## src/rtl/vga_pkg.sv

```systemverilog
// Shared constants and state encoding for the VGA framebuffer APB fill engine.
package vga_pkg;

  localparam int unsigned H_RES_DEF   = 640;
  localparam int unsigned V_RES_DEF   = 480;
  localparam logic [31:0] FB_BASE_DEF = 32'h2100_0000;

  typedef enum logic [2:0] {
    IDLE,
    LOAD,
    SETUP,
    ACCESS,
    DONE
  } state_e;

  localparam logic [2:0] PPROT = 3'b000;
  localparam logic [3:0] PSTRB = 4'hF;

endpackage

```

## src/rtl/vga_fill_apb.sv

```systemverilog
// APB initiator filling a framebuffer rectangle with one colour, one 32-bit
// write per pixel in raster order.
module vga_fill_apb
  import vga_pkg::*;
#(
  parameter logic [31:0] FB_BASE = FB_BASE_DEF,
  parameter int unsigned H_RES   = H_RES_DEF,
  parameter int unsigned V_RES   = V_RES_DEF
) (
  input  logic        clock,
  input  logic        reset,
  input  logic        start,
  input  logic [9:0]  x0,
  input  logic [9:0]  y0,
  input  logic [9:0]  w,
  input  logic [9:0]  h,
  input  logic [23:0] color,
  output logic        busy,
  output logic        done,
  output logic        err,
  output logic [31:0] out_paddr,
  output logic        out_psel,
  output logic        out_penable,
  output logic [2:0]  out_pprot,
  output logic        out_pwrite,
  output logic [31:0] out_pwdata,
  output logic [3:0]  out_pstrb,
  input  logic        out_pready,
  input  logic [31:0] out_prdata,
  input  logic        out_pslverr
);

  localparam logic [10:0] H_LIM     = H_RES[10:0];
  localparam logic [10:0] V_LIM     = V_RES[10:0];
  localparam logic [31:0] ROW_BYTES = H_RES * 4;

  state_e      state_q, state_d;
  logic [9:0]  x0_q, y0_q, w_q, h_q;
  logic [9:0]  col_q, row_q;
  logic [23:0] color_q;
  logic [31:0] row_addr_q, pix_addr_q;
  logic        err_q;

  logic [10:0] x_end, y_end;
  logic        rect_bad, col_last, row_last;
  logic [31:0] load_addr;
  logic        prdata_unused;

  assign prdata_unused = ^out_prdata;

  // 11-bit sums so x0+w / y0+h cannot wrap before the bound check
  assign x_end     = {1'b0, x0_q} + {1'b0, w_q};
  assign y_end     = {1'b0, y0_q} + {1'b0, h_q};
  assign rect_bad  = (w_q == '0) || (h_q == '0) || (x_end > H_LIM) || (y_end > V_LIM);
  assign load_addr = FB_BASE + ((32'(y0_q) * H_RES + 32'(x0_q)) << 2);
  assign col_last  = (col_q == w_q - 10'd1);
  assign row_last  = (row_q == h_q - 10'd1);

  always_ff @(posedge clock) begin
    if (reset) state_q <= IDLE;
    else       state_q <= state_d;
  end

  always_comb begin
    state_d = state_q;
    case (state_q)
      IDLE:   if (start) state_d = LOAD;
      LOAD:   state_d = rect_bad ? DONE : SETUP;
      SETUP:  state_d = ACCESS;
      ACCESS: if (out_pready) state_d = (out_pslverr || (col_last && row_last)) ? DONE : SETUP;
      DONE:   state_d = IDLE;
      default: state_d = IDLE;
    endcase
  end

  always_ff @(posedge clock) begin
    if (reset) begin
      x0_q       <= '0;
      y0_q       <= '0;
      w_q        <= '0;
      h_q        <= '0;
      color_q    <= '0;
      col_q      <= '0;
      row_q      <= '0;
      row_addr_q <= '0;
      pix_addr_q <= '0;
      err_q      <= 1'b0;
    end else begin
      case (state_q)
        IDLE: begin
          err_q <= 1'b0;
          if (start) begin
            x0_q    <= x0;
            y0_q    <= y0;
            w_q     <= w;
            h_q     <= h;
            color_q <= color;
          end
        end
        LOAD: begin
          err_q      <= rect_bad;
          row_addr_q <= load_addr;
          pix_addr_q <= load_addr;
          col_q      <= '0;
          row_q      <= '0;
        end
        ACCESS: begin
          if (out_pready) begin
            if (out_pslverr) begin
              err_q <= 1'b1;
            end else if (!(col_last && row_last)) begin
              if (col_last) begin
                row_addr_q <= row_addr_q + ROW_BYTES;
                pix_addr_q <= row_addr_q + ROW_BYTES;
                col_q      <= '0;
                row_q      <= row_q + 10'd1;
              end else begin
                pix_addr_q <= pix_addr_q + 32'd4;
                col_q      <= col_q + 10'd1;
              end
            end
          end
        end
        default: ;
      endcase
    end
  end

  always_comb begin
    busy        = (state_q != IDLE);
    done        = (state_q == DONE);
    err         = (state_q == DONE) && err_q;
    out_psel    = (state_q == SETUP) || (state_q == ACCESS);
    out_penable = (state_q == ACCESS);
    out_paddr   = pix_addr_q;
    out_pwdata  = {8'h00, color_q};
    out_pprot   = PPROT;
    out_pwrite  = 1'b1;
    out_pstrb   = PSTRB;
  end

endmodule

```

## config.mk

```make
export PLATFORM = sky130hd
export DESIGN_NAME = vga_fill_apb
export DESIGN_NICKNAME = d
export VERILOG_FILES = /design/src/rtl/vga_pkg.sv /design/src/rtl/vga_fill_apb.sv
export SDC_FILE = /design/constraint.sdc
export NUM_CORES = 1
export LEC_CHECK = 0
export ABC_AREA = 1
export CORE_MARGIN = 5
export CORE_UTILIZATION = 39
export DETAILED_ROUTE_END_ITERATION = 8
export DONT_BUFFER_PORTS = 1
export HOLD_SLACK_MARGIN = 0.05
export MAX_ROUTING_LAYER = met4
export PLACE_DENSITY = 0.56
export SYNTH_ARGS = -nofsm -noshare
export SYNTH_HDL_FRONTEND = slang
export SYNTH_SLANG_ARGS = --single-unit
```

## constraint.sdc

```tcl
create_clock -name clock -period 2.5 [get_ports clock]
set_input_delay 0.125 -clock clock [delete_from_list [all_inputs] [get_ports clock]]
set_output_delay 0.125 -clock clock [all_outputs]
set_load 0.1 [all_outputs]
```

Yosys cells after proc, flatten, opt, wreduce, memory -nomap -nowiden --
Cells that the tools add are included.
Word-level totals: ROM bits 0, bits in registers 152, memory bits (writable) 0, bits of input ports 101, bits in latches 0, memories 0
Operators by class: multiplexer cells 28, shift-type cells 0, add/sub/neg operators 10, equality and inequality tests 12, magnitude comparators 2, reduce and logical (&&, ||, !) cells 18, bitwise logic cells 0, multiply operators 1, div/mod/pow operators 0
Operators with widths (number):
- 2-to-1 mux 32 bit | 8
- one-hot mux 32 bit (2 select lines) | 2
- 2-to-1 mux 10 bit | 8
- one-hot mux 10 bit (2 select lines) | 2
- adder 32 x 12 -> 32 bit, second input constant | 1
- adder 32 x 3 -> 32 bit, second input constant | 1
- adder 30 x 23 -> 31 bit, first input constant | 1
- adder 10 x 10 -> 11 bit | 2
- adder 20 x 10 -> 21 bit | 1
- adder 10 x 1 -> 10 bit, second input constant | 2
- == test 10 bit | 2
- logical NOT 10 bit | 2
- subtractor 10 x 1 -> 10 bit, second input constant | 2
- multiplier 10 x 3 -> 13 bit, second input constant | 1
- 2-to-1 mux 3 bit | 4
- one-hot mux 3 bit (4 select lines) | 1
- greater-than comparator 11 x 10 -> 1 bit, second input constant | 1
- greater-than comparator 11 x 9 -> 1 bit, second input constant | 1
- == test 3 x 2 -> 1 bit, second input constant | 2
- != test 2 x 1 -> 1 bit, second input constant | 3
- != test 2 bit, second input constant | 3
- nonzero test 3 bit | 2
- logical OR 1 bit | 5
- AND reduction 5 bit | 1
- 10 further kinds | 13

Logic depth before layout (Yosys ltp) --
Gate-level depths: netlist of the first run.
depth after elaboration 7, depth in mapped cells 21, gate-level depth less buffers 20

Least setup slack after synthesis of the first run --
OpenSTA, ideal clock, no wires.
kind reg-to-output, from reg state_q[2], to out err, stages on the path, launching flop included 4, arrival 3412 ps, path slack -1037 ps, path buffers 0, cells stage by stage dfxtp_1 inv_1 nor3_1 and2_1
Between the ends: cells in the longest elaborated chain, start to end 2
Ends and longest elaborated chain:
- start, declared | line vga_fill_apb.sv:37 | state_e state_q, state_d;
- start signal, assigned | line vga_fill_apb.sv:61 | else state_q <= state_d;
- == test 3 bit
- via done | line vga_fill_apb.sv:19 | output logic done,
- logical AND 1 bit | line vga_fill_apb.sv:132 | err = (state_q == DONE) && err_q;
- end, declared | line vga_fill_apb.sv:20 | output logic err,
The timed path passes the listed nets, and every way through them passes these cells.

Final worst setup path of the first run --
from reg y0_q[3], to reg row_addr_q[15]
Between the ends: cells in the longest elaborated chain, start to end 4
Ends and longest elaborated chain:
- start, declared | line vga_fill_apb.sv:38 | logic [9:0] x0_q, y0_q, w_q, h_q;
- start signal, assigned | line vga_fill_apb.sv:94 | y0_q <= y0;
- multiplier 10 x 3 -> 13 bit | line vga_fill_apb.sv:55 | assign load_addr = FB_BASE + ((32'(y0_q) * H_RES + 32'(x0_q)) << 2);
- adder 20 x 10 -> 21 bit | line vga_fill_apb.sv:55
- adder 30 x 23 -> 31 bit | line vga_fill_apb.sv:55
- one-hot mux 32 bit (2 select lines) | line vga_fill_apb.sv:89 | case (state_q)
- end signal, assigned | line vga_fill_apb.sv:102 | row_addr_q <= load_addr;
- end signal, assigned | line vga_fill_apb.sv:113 | row_addr_q <= row_addr_q + ROW_BYTES;
- end, declared | line vga_fill_apb.sv:41 | logic [31:0] row_addr_q, pix_addr_q;
Every way passes these cells. A chain may end at the register's enable or synchronous reset.

==> results of run 1 <==
[sequential cells by signal, summed over array words and instances (netlist names)]
name / cells
h_q: 10
row_addr_q: 30
color_q: 24
y0_q: 10
err_q: 1
col_q: 10
out_paddr: 31
x0_q: 10
row_q: 10
w_q: 10
state_q: 3
[through the flow]
| step | area (um2) | hold WS, ps | util | TNS (ps) |
|---|---|---|---|---|
| 6_report | 13640 | 61.32 | 0.5218 | 0 |
| 2_1_floorplan | 10450 | 318.3 | - | 0 |
| 4_1_cts | 13070 | -262.5 | 0.5000 | -7.973 |
| 3_3_place_gp | 11590 | 205.2 | 0.4435 | -997.6 |
| 5_1_grt | 13640 | 100.1 | 0.5218 | -1173 |
| 3_5_place_dp | 11590 | 204.9 | 0.4435 | -1284 |
[critical path, cell delays in order (launching register included)]
cell and delay (ps):
dfxtp_2 340, ha_4 240, ha_4 150, fa_2 560
inv_4 50, nor2_4 110, nand2_2 80, nor2_4 110
buf_4 110, buf_4 100, nor2_4 40, or2_2 260
o21ai_0 160, nor2_1 60
[worst max path at each step]
stage,endpoint,startpoint,slack [ps],depth (start not counted)
finish,row_addr_q[15]$_SDFFE_PP0P_,y0_q[3]$_SDFFE_PP0P_,30,13
global route,row_addr_q[25]$_SDFFE_PP0P_,w_q[0]$_SDFFE_PP0P_,-80,15
CTS,out_paddr[19]$_SDFFE_PP0P_,y0_q[1]$_SDFFE_PP0P_,-6,15
detailed placement,row_addr_q[17]$_SDFFE_PP0P_,y0_q[0]$_SDFFE_PP0P_,-180,14
global placement,row_addr_q[17]$_SDFFE_PP0P_,y0_q[0]$_SDFFE_PP0P_,-190,14
floorplan,out_paddr[16]$_SDFFE_PP0P_,y0_q[1]$_SDFFE_PP0P_,10,13
[placed cells by master (no fill, tap or decap), types with 4 or more instances in the layout]
| master | count |
|---|---|
| nand3b_1 | 7 |
| xor2_1 | 54 |
| nor3_1 | 25 |
| nor2_2 | 15 |
| conb_1 | 16 |
| buf_4 | 125 |
| nor2_1 | 199 |
| nand2_2 | 23 |
| buf_12 | 10 |
| nor2_4 | 12 |
| nor3b_1 | 4 |
| o21ai_0 | 118 |
| nand4_1 | 18 |
| dlygate4sd3_1 | 67 |
| or2_2 | 6 |
| clkbuf_16 | 19 |
| dfxtp_4 | 4 |
| xnor2_1 | 8 |
| ha_4 | 14 |
| o21ai_1 | 21 |
| o211ai_1 | 7 |
| nor4_1 | 5 |
| dfxtp_2 | 20 |
| nand3_2 | 9 |
| inv_6 | 6 |
| buf_6 | 7 |
| nand3_1 | 106 |
| inv_2 | 9 |
| dfxtp_1 | 125 |
| ha_1 | 29 |
| a21oi_2 | 4 |
| a21oi_1 | 124 |
| nand2_1 | 378 |
| inv_1 | 213 |
[kinds of logic after synthesis]
family	Yosys count	synth area share
simple gates	822	0.3311
buf+inv	304	0.1215
compound gates	285	0.1411
flops	149	0.2877
xor+xnor	66	0.05576
fa+ha+maj	49	0.06204
other cells	2	0.0007245
[layer usage]
metal	global-route usage	vias to the layer above	wire (um)
met5	-	-	0
met4	0.06219	0	653
met3	0.03908	50	1639
met2	0.3532	283	15650
met1	0.2963	5042	16080
li1	-	5660	-
[final cells by class]
| class | instances | area (um2) |
|---|---|---|
| multi-input cells | 1239 | 6739 |
| well taps | 335 | 419.2 |
| inverters | 225 | 850.8 |
| repair buffers | 215 | 1988 |
| flip-flops and latches | 149 | 3023 |
| fillers | 2605 | 12500 |
| diodes | 2 | 5.005 |
| clock buffers | 17 | 425.4 |
| clock inverters | 15 | 185.2 |
[where the power goes]
part           switching, mW  total (mW)  internal, mW
combinational           4.01        5.94          1.94
clock                   1.25        2.77          1.52
sequential             0.393        3.20          2.80
[what timing repair did]
item / CTS / global route
endpoints found under the hold margin: 89 / 26
endpoints found under the setup margin: 45 / 77
hold buffers: 64 / 4
gates resized for setup: 40 / 122
pin swaps: 10 / 40
setup buffers: 1 / 8
gates cloned: 1 / 4
==> out/metrics.yaml, run 1 <==
ys_top_cells_by_area: "dfxtp_1 (29%), nand2_1 (14%), nor2_1 (8.0%)"
grt_max_degree: 129
die-area_um2: 29940
r2r.worst_path.cells: 13
synth.top_cell.area_share: 0.2877
maxCapViolCount: 0
cts-root-buf: "clkbuf_16"
cts_tree: "built"
worstSetupPathType: "register to register"
nNetsFinal: 1997
worst_pin_slew_ps: 757.6
synth_warnings: 0
start_kind: "register"
rows: 59
clock_latency_ps: 440
dpl.cell_count: 2082
syn2layout_area_growth_pct: 31.54
grt_first_pass_wirelength_mm: 53.97
cts_buffers: 17
hold_class: "primary input to register"
clk_path_buf_depth: 2
ys_seq_area_frac: 0.2877
fmax_mhz: 404.6
relSlewSlack: 0.4944
r2r_slack_ps: 30
critical_path.endpoint_type: "register"
via_count: 11040
place_hpwl_mm: 24.51
htreeDepth: 4
hp-start: "y0[3]"
ys.flop_type: "dfxtp_1"
reg2reg_to: "row_addr_q[15]$_SDFFE_PP0P_"
netlist_top_cells_count: "nand2_1 (400), nor2_1 (222), inv_1 (220), dfxtp_1 (149), o21ai_0 (134)"
core_area_um2: 26130
yosysMostFrequentCell: "nand2_1"
ioPinCount: 178
p_leak_nw: 6.211
track_usage: 0.2236
first_pass_iters: 6
r2r-start: "y0_q[3]$_SDFFE_PP0P_"
synthCells: 1677
instances_no_fill: 2197
drtIter0Drc: 682
status: "completed"
yosys_register_bits: 149
power_density_nw_per_um2: 873.7
drc_errors: 0
report.final.slew_viol_count: 0
synth_area_per_cell_um2: 6.181
post_drt_wl_per_cell_um: 15.49
hold_depth: 2
die_y_um: 173.0
grt_setup_unrepaired: "yes"
power.total_mw: 11.91
grt_overflow_total: 0
io_buffer_count: 0
gp_congestion: 0.9217
async_flop_share: 0
clock_skew_ps: 18.84
crit_path_max_fanout: 2
start_util: 0.3967
post-place-ws_ps: -183.0
first_global_vias: 10490
synth_edf_count: 0
clk_pin_slew_ps: 70
arrival_ps: 2800
cts_num_sinks: 149
drive_gt1_frac: 0.1747
finalCritPeriodShare: 0.9887
wirelength_mm: 34.02
fp.dieW_um: 173.0
ir_drop_uv: 529.0
yosysUniqueCellTypes: 40
finalHoldViolations: 0
final_antenna_net_count: 0
antenna_found_initial: 2
worst_slack_ps: 28.31
cp.required_ps: 2830
setup_viol: 0
viasPerCell: 5.023
synth_area_um2: 10370
synth_largest_area_cell: "dfxtp_1"
min_period_ps: 2472
hold_end: "y0_q[3]$_SDFFE_PP0P_"
Note: power is estimated with default switching activity, not from simulation.
==> inputs of run 2 (changes only) <==
- ABC_AREA: 1 -> default
==> out/metrics.yaml, run 2 <==
synth_edf_count: 0
finalHoldViolations: 0
finalCritPeriodShare: 1.168
cts_num_sinks: 149
worst_pin_slew_ps: 693.4
setup_tns_ps: -25050
yosys_register_bits: 149
syn2layout_area_growth_pct: 39.78
synth_area_per_cell_um2: 7.595
ys.flop_type: "dfxtp_1"
reg2reg_to: "out_paddr[26]$_SDFFE_PP0P_"
start_kind: "register"
start_util: 0.3930
cp.required_ps: 2810
fp.dieW_um: 166.1
async_flop_share: 0
io_buffer_count: 0
synth_warnings: 0
gp_congestion: 0.8899
final_cell_mix: "buf_4 (212), nand2_1 (201), a21oi_1 (144)"
antenna_found_initial: 0
arrival_ps: 3230
yosysMostFrequentCell: "nand2_1"
clk_pin_slew_ps: 70
htreeDepth: 4
post_drt_wl_per_cell_um: 17.32
hold_end: "out_paddr[7]$_SDFFE_PP0P_"
cpLargestDelayFamily: "simple AND/OR/NAND/NOR gates"
track_usage: 0.2291
clock_latency_ps: 430
clk_path_buf_depth: 2
p_leak_nw: 5.564
viasPerCell: 5.397
netlist_top_cells_count: "nand2_1 (204), a21oi_1 (161), dfxtp_1 (149), nor2_1 (77), clkbuf_1 (57)"
maxCapViolCount: 0
grt_setup_unrepaired: "yes"
post-place-ws_ps: -518.3
r2r-start: "w_q[0]$_SDFFE_PP0P_"
crit_path_max_fanout: 12
hold_class: "primary input to register"
cp_slowest_cell: "or4b_4"
clock_skew_ps: 15.73
first_global_vias: 9852
synth_area_um2: 9502
cts_buffers: 17
hold_depth: 3
synthCells: 1251
grt_max_degree: 128
rows: 57
core_area_um2: 24180
drtIter0Drc: 589
violations: "setup timing"
largest_reg_flops: 31
fmax_mhz: 342.5
wirelength_mm: 31.92
grt_first_pass_wirelength_mm: 51.13
critPathMaxStageDelay_ps: 490
ioPinCount: 178
place_hpwl_mm: 21.32
stdcell_area_um2: 13280
grt_overflow_total: 0
final_common_cell: "buf_4"
post-route-util: 0.5493
ys_seq_area_frac: 0.3139
r2r.worst_path.cells: 10
worstSetupPathType: "register to register"
via_count: 9946
critical_path.endpoint_type: "register"
power_density_nw_per_um2: 712.1
n_antenna_cell: 0
report.final.slew_viol_count: 0
place_area_um2: 11410
min_period_ps: 2920
cts-root-buf: "clkbuf_16"
r2r_slack_ps: -420
path_buf_inv: 2
worst_slack_ps: -419.6
synth.top_cell.area_share: 0.3139
first_pass_iters: 5
die_y_um: 166.1
setup_viol: 77
ys_top_cells_by_area: "dfxtp_1 (31%), a21oi_1 (8.5%), nand2_1 (8.1%)"
drive_gt1_frac: 0.2462
status: "complete, but fails checks"
cts_tree: "built"
ir_drop_uv: 422.5
whs_ps: 65.37
drc_errors: 0
hp-start: "reset"
final_antenna_net_count: 0
path_cells: "inv_2 > ha_4 > or4b_4 > or3_4 > a2111oi_4 > or3b_4 > a21oi_4 > buf_12 > nor2_1 > o221a_1"
synth_largest_area_cell: "dfxtp_1"
yosysUniqueCellTypes: 76
nNetsFinal: 1656
relSlewSlack: 0.5377
die-area_um2: 27580
## run 2: final cells by class
| class | instances | area, um2 |
|---|---|---|
| fillers | 2325 | 10900 |
| multi-input cells | 1006 | 6466 |
| flip-flops and latches | 149 | 2999 |
| repair buffers | 305 | 2641 |
| clock buffers | 21 | 470.5 |
| well taps | 324 | 405.4 |
| clock inverters | 11 | 197.7 |
| inverters | 27 | 101.3 |
## run 2: routing by layer
layer	GRT usage	up-vias	wire length [um]
li1	-	4942	-
met1	0.3008	4674	14630
met2	0.3596	300	14900
met3	0.05332	30	1970
met4	0.05560	0	417
met5	-	-	0
## run 2: timing repair
item,in CTS,in global routing
hold buffers,77,5
resized for setup,25,36
endpoints found under the hold margin,126,51
setup endpoints to repair,77,125
cloned,5,1
setup buffers,2,1
pin swaps,5,13
## run 2: stage by stage
step / power (mW) / cells
after floorplan: 5.199 / 1265
after global placement: 6.147 / 1719
after detailed placement: 6.175 / 1719
after CTS: 9.397 / 1835
after global routing: 9.896 / 1843
final: 9.457 / 1843
## run 2: how the worst max path moves through the flow
stage	startpoint	to	depth (start not counted)
6_report	w_q[0]$_SDFFE_PP0P_	out_paddr[26]$_SDFFE_PP0P_	10
5_1_grt	w_q[0]$_SDFFE_PP0P_	col_q[4]$_SDFFE_PP0P_	11
4_1_cts	w_q[0]$_SDFFE_PP0P_	row_q[4]$_SDFFE_PP0P_	12
3_5_place_dp	w_q[1]$_SDFFE_PP0P_	out_paddr[12]$_SDFFE_PP0P_	9
3_3_place_gp	w_q[0]$_SDFFE_PP0P_	out_paddr[22]$_SDFFE_PP0P_	9
2_1_floorplan	w_q[1]$_SDFFE_PP0P_	out_paddr[29]$_SDFFE_PP0P_	11
## run 2: cells by family (layout without fill, tap and decap cells)
group / count (synthesis) / count (layout) / synth area share
and+or+nand+nor: 483 / 483 / 0.2382
AOI/OAI and AO/OA: 357 / 362 / 0.2333
DFF: 149 / 149 / 0.3139
buffers and inverters: 115 / 364 / 0.05623
xor gates and xnor gates: 88 / 88 / 0.08112
adders and majority gates: 49 / 49 / 0.06769
muxes: 8 / 8 / 0.008691
other: 2 / 16 / 0.0007904
## run 2: tightest hold or removal path: stages
cell and delay (ps):
inv_1 170, o21ai_2 120, a21oi_2 30
## run 2: report_power, final
part	leakage, nW	switching (mW)	total, mW	internal, mW
Sequential	1.22	0.163	2.75	2.59
Combinational	4.02	2.38	3.74	1.36
Clock	0.323	1.10	2.96	1.86
Total	5.56	3.65	9.46	5.81
